==> src/rtl/cycle_sequencer.sv <==
// Multi-cycle FETCH/DECODE/EXECUTE/MEMORY/WRITEBACK control sequencer with req/ack RAM handshake.
// Optional stall counter output enabled by defining SEQ_STALL_COUNT_EN.
module cycle_sequencer #(
  parameter int unsigned TIMEOUT  = 15,
  parameter logic [3:0]  OP_LOAD  = 4'hA,
  parameter logic [3:0]  OP_STORE = 4'hB,
  parameter logic [3:0]  OP_JUMP  = 4'hC,
  parameter logic [3:0]  OP_HALT  = 4'hF
) (
  input  logic        clk,
  input  logic        reset,
  input  logic        start,
  input  logic        halt_req,
  input  logic [3:0]  opcode,
  input  logic        flag_en_in,
  input  logic        mem_ack,
  output logic        mem_req,
  output logic        mem_rw,
  output logic        addr_sel,
  output logic        ir_en,
  output logic        pc_en,
  output logic        pc_sel,
  output logic        flag_we,
  output logic        reg_we,
  output logic        wb_sel,
  output logic        busy,
  output logic        halted,
  output logic        fault,
  output logic [15:0] instr_count
`ifdef SEQ_STALL_COUNT_EN
  ,
  output logic [15:0] stall_count
`endif
);

  typedef enum logic [2:0] {
    S_IDLE, S_FETCH, S_DECODE, S_EXECUTE, S_MEMORY, S_WRITEBACK, S_HALTED
  } state_t;

  localparam logic [7:0] TO_LAST = 8'(TIMEOUT - 1);

  state_t      state_q, state_d;
  logic [7:0]  tmo_q, tmo_d;
  logic        fault_q, fault_d;
  logic        wbsel_q, wbsel_d;
  logic [15:0] instr_count_q;
  logic        retire;
  state_t      boundary;

  // Every transition into FETCH is an instruction boundary where halt_req is honoured.
  assign boundary = halt_req ? S_HALTED : S_FETCH;

  always_comb begin
    state_d  = state_q;
    tmo_d    = '0;
    fault_d  = fault_q;
    wbsel_d  = wbsel_q;
    retire   = 1'b0;
    mem_req  = 1'b0;
    mem_rw   = 1'b0;
    addr_sel = 1'b0;
    ir_en    = 1'b0;
    pc_en    = 1'b0;
    pc_sel   = 1'b0;
    flag_we  = 1'b0;
    reg_we   = 1'b0;
    wb_sel   = 1'b0;
    unique case (state_q)
      S_IDLE: begin
        if (start) state_d = boundary;
      end
      S_FETCH: begin
        mem_req = 1'b1;
        if (mem_ack) begin
          ir_en   = 1'b1;
          state_d = S_DECODE;
        end else if (tmo_q == TO_LAST) begin
          fault_d = 1'b1;
          state_d = S_HALTED;
        end else begin
          tmo_d = tmo_q + 8'd1;
        end
      end
      S_DECODE: begin
        if (opcode == OP_HALT) begin
          retire  = 1'b1;
          state_d = S_HALTED;
        end else begin
          state_d = S_EXECUTE;
        end
      end
      S_EXECUTE: begin
        flag_we = flag_en_in;
        if (opcode == OP_JUMP) begin
          pc_en   = 1'b1;
          pc_sel  = 1'b1;
          retire  = 1'b1;
          state_d = boundary;
        end else if (opcode == OP_LOAD || opcode == OP_STORE) begin
          state_d = S_MEMORY;
        end else begin
          state_d = S_WRITEBACK;
        end
      end
      S_MEMORY: begin
        mem_req  = 1'b1;
        addr_sel = 1'b1;
        mem_rw   = (opcode == OP_STORE);
        if (mem_ack) begin
          if (opcode == OP_STORE) begin
            pc_en   = 1'b1;
            retire  = 1'b1;
            state_d = boundary;
          end else begin
            wbsel_d = 1'b1;
            state_d = S_WRITEBACK;
          end
        end else if (tmo_q == TO_LAST) begin
          fault_d = 1'b1;
          state_d = S_HALTED;
        end else begin
          tmo_d = tmo_q + 8'd1;
        end
      end
      S_WRITEBACK: begin
        reg_we  = 1'b1;
        wb_sel  = wbsel_q;
        pc_en   = 1'b1;
        retire  = 1'b1;
        wbsel_d = 1'b0;
        state_d = boundary;
      end
      S_HALTED: begin
        if (start && !halt_req) begin
          fault_d = 1'b0;
          state_d = S_FETCH;
        end
      end
      default: state_d = S_IDLE;
    endcase
  end

  always_ff @(posedge clk) begin
    if (reset) begin
      state_q       <= S_IDLE;
      tmo_q         <= '0;
      fault_q       <= 1'b0;
      wbsel_q       <= 1'b0;
      instr_count_q <= '0;
    end else begin
      state_q       <= state_d;
      tmo_q         <= tmo_d;
      fault_q       <= fault_d;
      wbsel_q       <= wbsel_d;
      instr_count_q <= instr_count_q + {15'd0, retire};
    end
  end

  assign busy        = (state_q != S_IDLE) && (state_q != S_HALTED);
  assign halted      = (state_q == S_HALTED);
  assign fault       = fault_q;
  assign instr_count = instr_count_q;

`ifdef SEQ_STALL_COUNT_EN
  logic [15:0] stall_q;
  logic        start_take;

  assign start_take = start && (state_q == S_IDLE || state_q == S_HALTED);

  always_ff @(posedge clk) begin
    if (reset || start_take) begin
      stall_q <= '0;
    end else if (mem_req && !mem_ack && stall_q != '1) begin
      stall_q <= stall_q + 16'd1;
    end
  end

  assign stall_count = stall_q;
`endif

endmodule

==> config.mk <==
export PLATFORM = sky130hd
export DESIGN_NAME = cycle_sequencer
export DESIGN_NICKNAME = d
export VERILOG_FILES = /design/src/rtl/cycle_sequencer.sv
export SDC_FILE = /design/constraint.sdc
export NUM_CORES = 1
export LEC_CHECK = 0
export CELL_PAD_IN_SITES_DETAIL_PLACEMENT = 1
export CELL_PAD_IN_SITES_GLOBAL_PLACEMENT = 2
export CORE_ASPECT_RATIO = 1.4
export CORE_MARGIN = 2
export CORE_UTILIZATION = 30
export CTS_CLUSTER_DIAMETER = 30
export DETAILED_ROUTE_END_ITERATION = 10
export PLACE_DENSITY = 0.9
export SKIP_LAST_GASP = 1
export SLEW_MARGIN = 20
export SYNTH_ARGS = -nofsm -noshare
export SYNTH_HDL_FRONTEND = slang
export SYNTH_SLANG_ARGS = --single-unit
==> constraint.sdc <==
create_clock -name clk -period 6 [get_ports clk]
set_input_delay 0.6 -clock clk [delete_from_list [all_inputs] [get_ports clk]]
set_output_delay 0.6 -clock clk [all_outputs]
set_load 0.02 [all_outputs]
After elaboration in Yosys (flattened, before gate mapping)
Index checks and enable logic that the tools add are counted.

cells by class
  add/sub/neg operators = 2
  equality and inequality tests = 18
  bitwise operators = 1
  mux-type cells = 33
  reduce and logical (&&, ||, !) cells = 13

operators by type and width
  operator             count
  $mux 3               9
  $pmux 3 s7           1
  $mux 1               19
  $add 16x1->16        1
  $eq 4x4->1 const B   4
  $eq 3x3->1 const B   3
  $add 8x1->8 const B  1
  $eq 8x4->1 const B   1
  $ne 2x2->1 const B   4
  $eq 3x2->1 const B   2
  $ne 2x1->1 const B   2
  $pmux 1 s2           2
  $pmux 1 s4           1
  $reduce_and 4->1     1
  $reduce_bool 2->1    2
  $reduce_or 4->1      1
  $eq 3x1->1 const B   1
  $logic_not 3->1      1
  $ne 3x3->1 const B   1
  $pmux 1 s3           1
  $reduce_and 3->1     1
  $reduce_bool 3->1    1
  $logic_and 1x1->1    2
  $reduce_and 2->1     1
  other kinds (4)      4

storage, ports and cells
  output and inout bits = 28
  input bits = 10
  word-level logic and storage cells = 72
  flip-flop bits (word level) = 29

Depth between registers and ports, before layout
Gate-level depths: netlist of run 1.

  depth after elaboration = 5
  depth in mapped cells = 12

Worst setup path after synthesis of run 1
Ideal clock, no wire load.

  path kind = in2reg
  start = input port opcode[1]
  end = register instr_count_q[15], in the netlist instr_count[15]
  slack = 3.047 ns
  buffers on the path = 1
  arrival = 2.883 ns
  cell stages on the path = 10
  setup time = 0.071 ns
  cells stage by stage = nand4bb_1 nor3_1 nor4_1 nor2_1 ha_1 nand2_1 or2_0 buf_2 or4_1 a21oi_1

on the way
  cells in the longest elaborated chain, start to end = 5
  elaborated cells between the ends (all ways) = 9
  classes of those cells = add/sub (1); eq/ne (3); mux (5)

ends and longest elaborated chain
  what                  line  text
  from (decl)           14    input logic [3:0] opcode,
  $eq 4x4->1            110   if (opcode == OP_STORE) begin
  $mux 1                110
  $mux 1                109   if (mem_ack) begin
  $pmux 1 s4 *          68    unique case (state_q)
  $add 16x1->16 *       155   instr_count_q <= instr_count_q + {15'd0, retire};
  to (signal assigned)  155
  to (decl)             46    logic [15:0] instr_count_q;

Every way passes the cells marked *; elsewhere a longest branch is shown, timed or not.
A chain may end at the register's enable or synchronous reset.

Worst setup path in the final report of run 1
  start = input port opcode[1]
  end = output port pc_en

on the way
  cells in the longest elaborated chain, start to end = 4
  elaborated cells between the ends (all ways) = 6
  classes of those cells = eq/ne (2); mux (4)

ends and longest elaborated chain
  what          line  text
  $eq 4x4->1    110
  $mux 1        110
  $mux 1        109
  $pmux 1 s3 *  68
  to (decl)     21    output logic pc_en,

Marks and branches as above.

==> run metrics, run 1 <==
R2R cell count 9; GRT Resource Usage Total 14.5%; WL met3 135 µm; Layout Utilization 41.4%; Filler cells 646; via count 1568; CTS Buffer Depth 2; # hold bufs at CTS 0; Synth area leaders dfxtp_1 36%, nor2_1 7.2%, xnor2_1 4.9%; Min Clock Period, post-route 3130 ps; worst-path cell chain clkdlybuf4s50_1 -> nand4bb_1 -> nor3_1 -> nor3_1 -> nor2_1 -> clkdlybuf4s50_1; RSZ-0062 raised after global routing false; number of global-route vias before repair 1575; crit path buf inv count 2; die outline height 91.0 µm; Via density 5.19; routed wl met2 2000 µm; Worst path max stage delay 620 ps; HPWL Detailed 3000 µm; GR Overflow Total 0; I/O pins 38; delay-heaviest family, CP buffers and inverters; initial antenna violation count 0; final setup margin 2870 ps; WL final 3990 µm; Stages on worst setup path 6; H-tree levels 2; Post-Syn Area 0.00162 mm²; outcome completed; Final Hold Viols 0; syn_nets 215; Non-Filler Instances 302; post-cts gate resize count 0; leading area contributor after synthesis dfxtp_1; CTS tree done; first drt pass iteration count 4; post-route clock skew 1.83 ps; PortBufs 37; Final #Nets 250; worst vdd ir 0.170 mV; Inst Count DP 294; EDFF count, synth 0; Seq/Total Area, Yosys 35.8%; Critical Path AT 2530 ps; Ys Warns 0; total CTS buffers 5; max-cap viol count 0; Rel. slew slack 48.0%; # DRC 0; Power Density 304 mW/mm²; cell at the root of the clock tree clkbuf_8; hold path depth 2; Routed wire per std cell 13.2 µm; syn avg cell area 8.11 µm²; crit share post-route 52.2%; placement row count 31; CP max FO 5; DIE WIDTH 66.2 µm; commonest cells after routing, fill and taps aside 37 x clkdlybuf4s50_1, 31 x nor2_1, 29 x dfxtp_1; Yosys top cell area share 35.8%; top routing layer in use met4; post-CTS setup buffers 0; worst path required time 5400 ps; # clock sinks 29; Slew @ Worst Pin 777 ps; Max Transition Viols Final 0; Core ar. 0.00520 mm²; Async SR Flop Fraction 0%; share of layout cells above drive strength 1 4.66%; P&R area growth vs syn 32.7%; main flop type after synthesis dfxtp_1; Fmax 0.319 GHz; Fin Setup TNS 0 ps; CP Class primary input to output pin; FF/Latch Area 581 µm²; synthesized flop and latch total 29; Placer Congestion 0.789; Metal-1 WL 1800 µm; Worst-path clk slew 60 ps; final setup fails 0; first-pass GRT wire length 6930 µm; Cells after Synth 200; Worst Setup End Kind output pin; Synth cell types 48; Die Area 0.00602 mm²; dpl ws 2680 ps; worst skew pair latency 280 ps; post-route ant nets 0; leading cell type in the layout, fill and taps excluded clkdlybuf4s50_1; Initial Util 31.2%; internal reg-to-reg setup slack 3140 ps; total power 0.000655 W; Critical-path top delay cell clkdlybuf4s50_1; Initial DRC Count 47; Critical Path Start Type primary input; Inserted Diodes 0; Leak 0.710 nW; HP Class register to register; largest net degree at the start of global routing 23; multi-input logic area 977 µm²
layer usage:
metal / vias up / GRT usage [%]
li1: 785 / -
met1: 750 / 16.6
met2: 27 / 25.0
met3: 6 / 2.85
met4: 0 / 6.63
met5: - / 0
worst reg2reg max path: stages, from the launching register on:
cell       delay [ps]
dfxtp_1           810
nand4bb_1         290
nor2_1            190
nor4_1             70
nor2_1            100
ha_1              200
nand2_1            90
or2_0             350
or4_1             530
a21oi_1           140
synth_stat cells, types with 2 or more instances:
cell,instances
nand4bb_1,2
nand3_1,8
nor3b_1,2
and2_1,3
or3_1,3
clkbuf_1,3
ha_1,5
nand2_1,11
dfxtp_1,29
nor2b_1,6
buf_2,4
xnor2_1,9
nand4_1,3
nand4b_1,2
nor3_1,8
nor2_1,31
a21oi_1,6
inv_1,7
or4_1,2
xor2_1,8
and3_1,3
nor4_1,2
o31ai_1,2
nand2b_1,6
buf_1,2
o211ai_1,3
o21ai_0,7
a31oi_1,3
final timing paths:
kind         startpoint              end
max           opcode[1]            pc_en
min reg2reg       fault            fault
max reg2reg  state_q[2]  instr_count[15]
min               fault            fault
area by class of cell:
| class | count | share of cell area [%] |
|---|---|---|
| Clock buffer | 7 | 4.01 |
| Clock inverter | 1 | 1.39 |
| Inverter | 7 | 1.22 |
| Multi-Input combinational cell | 155 | 45.4 |
| Sequential cell | 29 | 27.0 |
| Tap cell | 66 | 3.83 |
| Timing Repair Buffer | 37 | 17.2 |
cell families (layout without fill, tap and decap cells):
kind of cell	after synthesis	after routing	share of synthesized area, %
compound gates	33	33	13.8
buf+inv	16	52	4.01
flops	29	29	35.8
xor+xnor	17	17	9.18
fa+ha+maj	5	5	3.86
simple gates	99	99	32.8
mux	1	1	0.617
where the power goes:
| part | internal [W] | total [W] | switching [W] |
|---|---|---|---|
| sequential | 0.000204 | 0.000246 | 0.0000420 |
| clock | 0.000135 | 0.000211 | 0.0000759 |
| combinational | 0.0000965 | 0.000197 | 0.000101 |
state kept, by name, summed over array words and instances, names as in the netlist:
| name | count |
|---|---|
| fault | 1 |
| instr_count | 16 |
| wbsel_q | 1 |
| tmo_q | 8 |
| state_q | 3 |
per-stage QoR:
| stage | cell area [µm²] | hold WS, ps |
|---|---|---|
| after global placement | 2040 | 462 |
| final | 2150 | 483 |
| after detailed placement | 2040 | 475 |
| after CTS | 2150 | 490 |
| after floorplan | 1620 | 441 |
| after global routing | 2150 | 514 |
(Power assumes the default switching activity.)
==> run 2, diff against run 1 <==
--- a/config.mk
+++ b/config.mk
@@ -9,10 +9,10 @@
 export CELL_PAD_IN_SITES_GLOBAL_PLACEMENT = 2
 export CORE_ASPECT_RATIO = 1.4
 export CORE_MARGIN = 2
-export CORE_UTILIZATION = 30
+export CORE_UTILIZATION = 25
 export CTS_CLUSTER_DIAMETER = 30
 export DETAILED_ROUTE_END_ITERATION = 10
-export PLACE_DENSITY = 0.9
+export PLACE_DENSITY = 0.81
 export SKIP_LAST_GASP = 1
 export SLEW_MARGIN = 20
 export SYNTH_ARGS = -nofsm -noshare
==> constraint.sdc (replaced) <==
create_clock -name clk -period 2.75 [get_ports clk]
set_input_delay 0.275 -clock clk [delete_from_list [all_inputs] [get_ports clk]]
set_output_delay 0.275 -clock clk [all_outputs]
set_load 0.02 [all_outputs]
==> run 2 against run 1 <==
Compared with the run above:
- sequential share of layout area decreased by 1.0 points
- register-to-register slack got worse by 2900 ps
- via count increased by 3.6%
- largest cell class unchanged
- clock skew increased by 4.2 ps
- global-route usage decreased by 1.8 points
- worst hold slack got worse by 2.3 ps
- sequential power increased by 100%
- clock power increased by 59%
- largest power group is now combinational cells
- final area increased by 3.9%
- cell count increased by 6.6%
- utilization decreased by 5.7 points
==> run metrics, run 2 (synthesis gave the netlist of run 1 again) <==
final setup margin 274 ps; worst path required time 2960 ps; PortBufs 37; Power Density 606 mW/mm²; Die Area 0.00716 mm²; Initial DRC Count 45; H-tree levels 2; crit share post-route 90.0%; Slew @ Worst Pin 572 ps; Inserted Diodes 0; first drt pass iteration count 4; start point of the critical path state_q[2]; placement row count 34; total CTS buffers 5; post-CTS setup buffers 0; P&R area growth vs syn 37.9%; Final #Nets 264; post-cts gate resize count 0; via count 1625; dpl ws 25.2 ps; post-route clock skew 6.07 ps; die outline height 99.3 µm; CP max FO 13; Fin Setup TNS 0 ps; share of layout cells above drive strength 1 10.4%; Initial Util 26.0%; post-route ant nets 0; GRT Resource Usage Total 12.7%; max-cap viol count 0; leading cell type in the layout, fill and taps excluded clkdlybuf4s50_1; Final Hold Viols 0; # DRC 0; initial antenna violation count 0; first-pass GRT wire length 7360 µm; FF-to-FF Start state_q[2]; # clock sinks 29; Fmax 0.404 GHz; WL final 4290 µm; final setup fails 0; I/O pins 38; Critical Path Start Type register; Min Clock Period, post-route 2480 ps; hold path startpoint tmo_q[0]; Worst Setup End Kind register; worst skew pair latency 280 ps; Via density 5.05; FF/Latch Area 581 µm²; Rel. slew slack 61.5%; HPWL Detailed 3400 µm; worst vdd ir 0.356 mV; CP Class register to register; multi-input logic area 982 µm²; HP Class register to register; outcome completed; # hold bufs at CTS 0; number of global-route vias before repair 1626; Routed wire per std cell 13.3 µm; Worst-path clk slew 60 ps; DIE WIDTH 72.1 µm; CTS Buffer Depth 2; Largest register FFs 16; CTS tree done; Leak 0.765 nW; RSZ-0062 raised after global routing false; Filler cells 770; GR Overflow Total 0; Critical Path AT 2690 ps; commonest cells after routing, fill and taps aside 37 x clkdlybuf4s50_1, 31 x nor2_1, 29 x dfxtp_1; largest net degree at the start of global routing 21; cell at the root of the clock tree clkbuf_8; Core ar. 0.00625 mm²; Placer Congestion 0.775; Max Transition Viols Final 0
[run 2: cell type report]
type                       instances  share of cell area [%]
tap                               72                    4.03
multi-input combinational        155                    43.9
clock inverter                     2                   0.447
sequential                        29                    26.0
timing repair buffer              51                    21.3
inverter                           7                    1.17
clock buffer                       6                    3.24
[run 2: worst paths after layout]
check                    endpoint  slack (ps)  cells past startpoint
hold reg to reg          tmo_q[0]         480                      1
setup / recovery  instr_count[15]         270                      9
hold / removal           tmo_q[0]         480                      1
setup reg to reg  instr_count[15]         270                      9
[run 2: critical path, stage by stage (launching register included)]
cell and delay [ps]:
dfxtp_1 610, nand4bb_1 230, nor2_1 180, nor4_1 70, nor2_1 90, ha_1 200
nand2_1 80, or2_0 280, or4_1 530, a21oi_1 150
[run 2: layer usage]
layer	track usage [%]	up-vias	share of wire, %
met1	15.1	780	44
met3	2.63	10	3.0
li1	-	812	-
met2	22.0	23	52
met4	4.79	0	1.7
met5	0	-	0
[run 2: power breakdown]
| group | internal (W) | switching, W | total (W) |
|---|---|---|---|
| logic | 0.000252 | 0.000276 | 0.000528 |
| clock network | 0.000175 | 0.000160 | 0.000335 |
| registers | 0.000445 | 0.0000472 | 0.000493 |
| total | 0.000872 | 0.000484 | 0.00136 |
[run 2: stage by stage]
stage          hold WS, ps  total power (W)  instances  util [%]  instance area [µm²]
2_1_floorplan          441         0.000830        200         -                 1630
3_3_place_gp           461          0.00103        314      34.5                 2150
3_5_place_dp           471          0.00103        314      34.5                 2150
4_1_cts                486          0.00138        322      35.8                 2240
5_1_grt                519          0.00145        322      35.8                 2240
6_report               481          0.00136        322      35.8                 2240
==> run 3, diff against run 2 <==
--- a/config.mk
+++ b/config.mk
@@ -10,7 +10,7 @@
 export CORE_ASPECT_RATIO = 1.4
 export CORE_MARGIN = 2
 export CORE_UTILIZATION = 25
-export CTS_CLUSTER_DIAMETER = 30
+export CTS_CLUSTER_DIAMETER = 40
 export DETAILED_ROUTE_END_ITERATION = 10
 export PLACE_DENSITY = 0.81
 export SKIP_LAST_GASP = 1
==> results of run 3 <==
The final DEF is identical to that of run 2; final timing and power are the same.
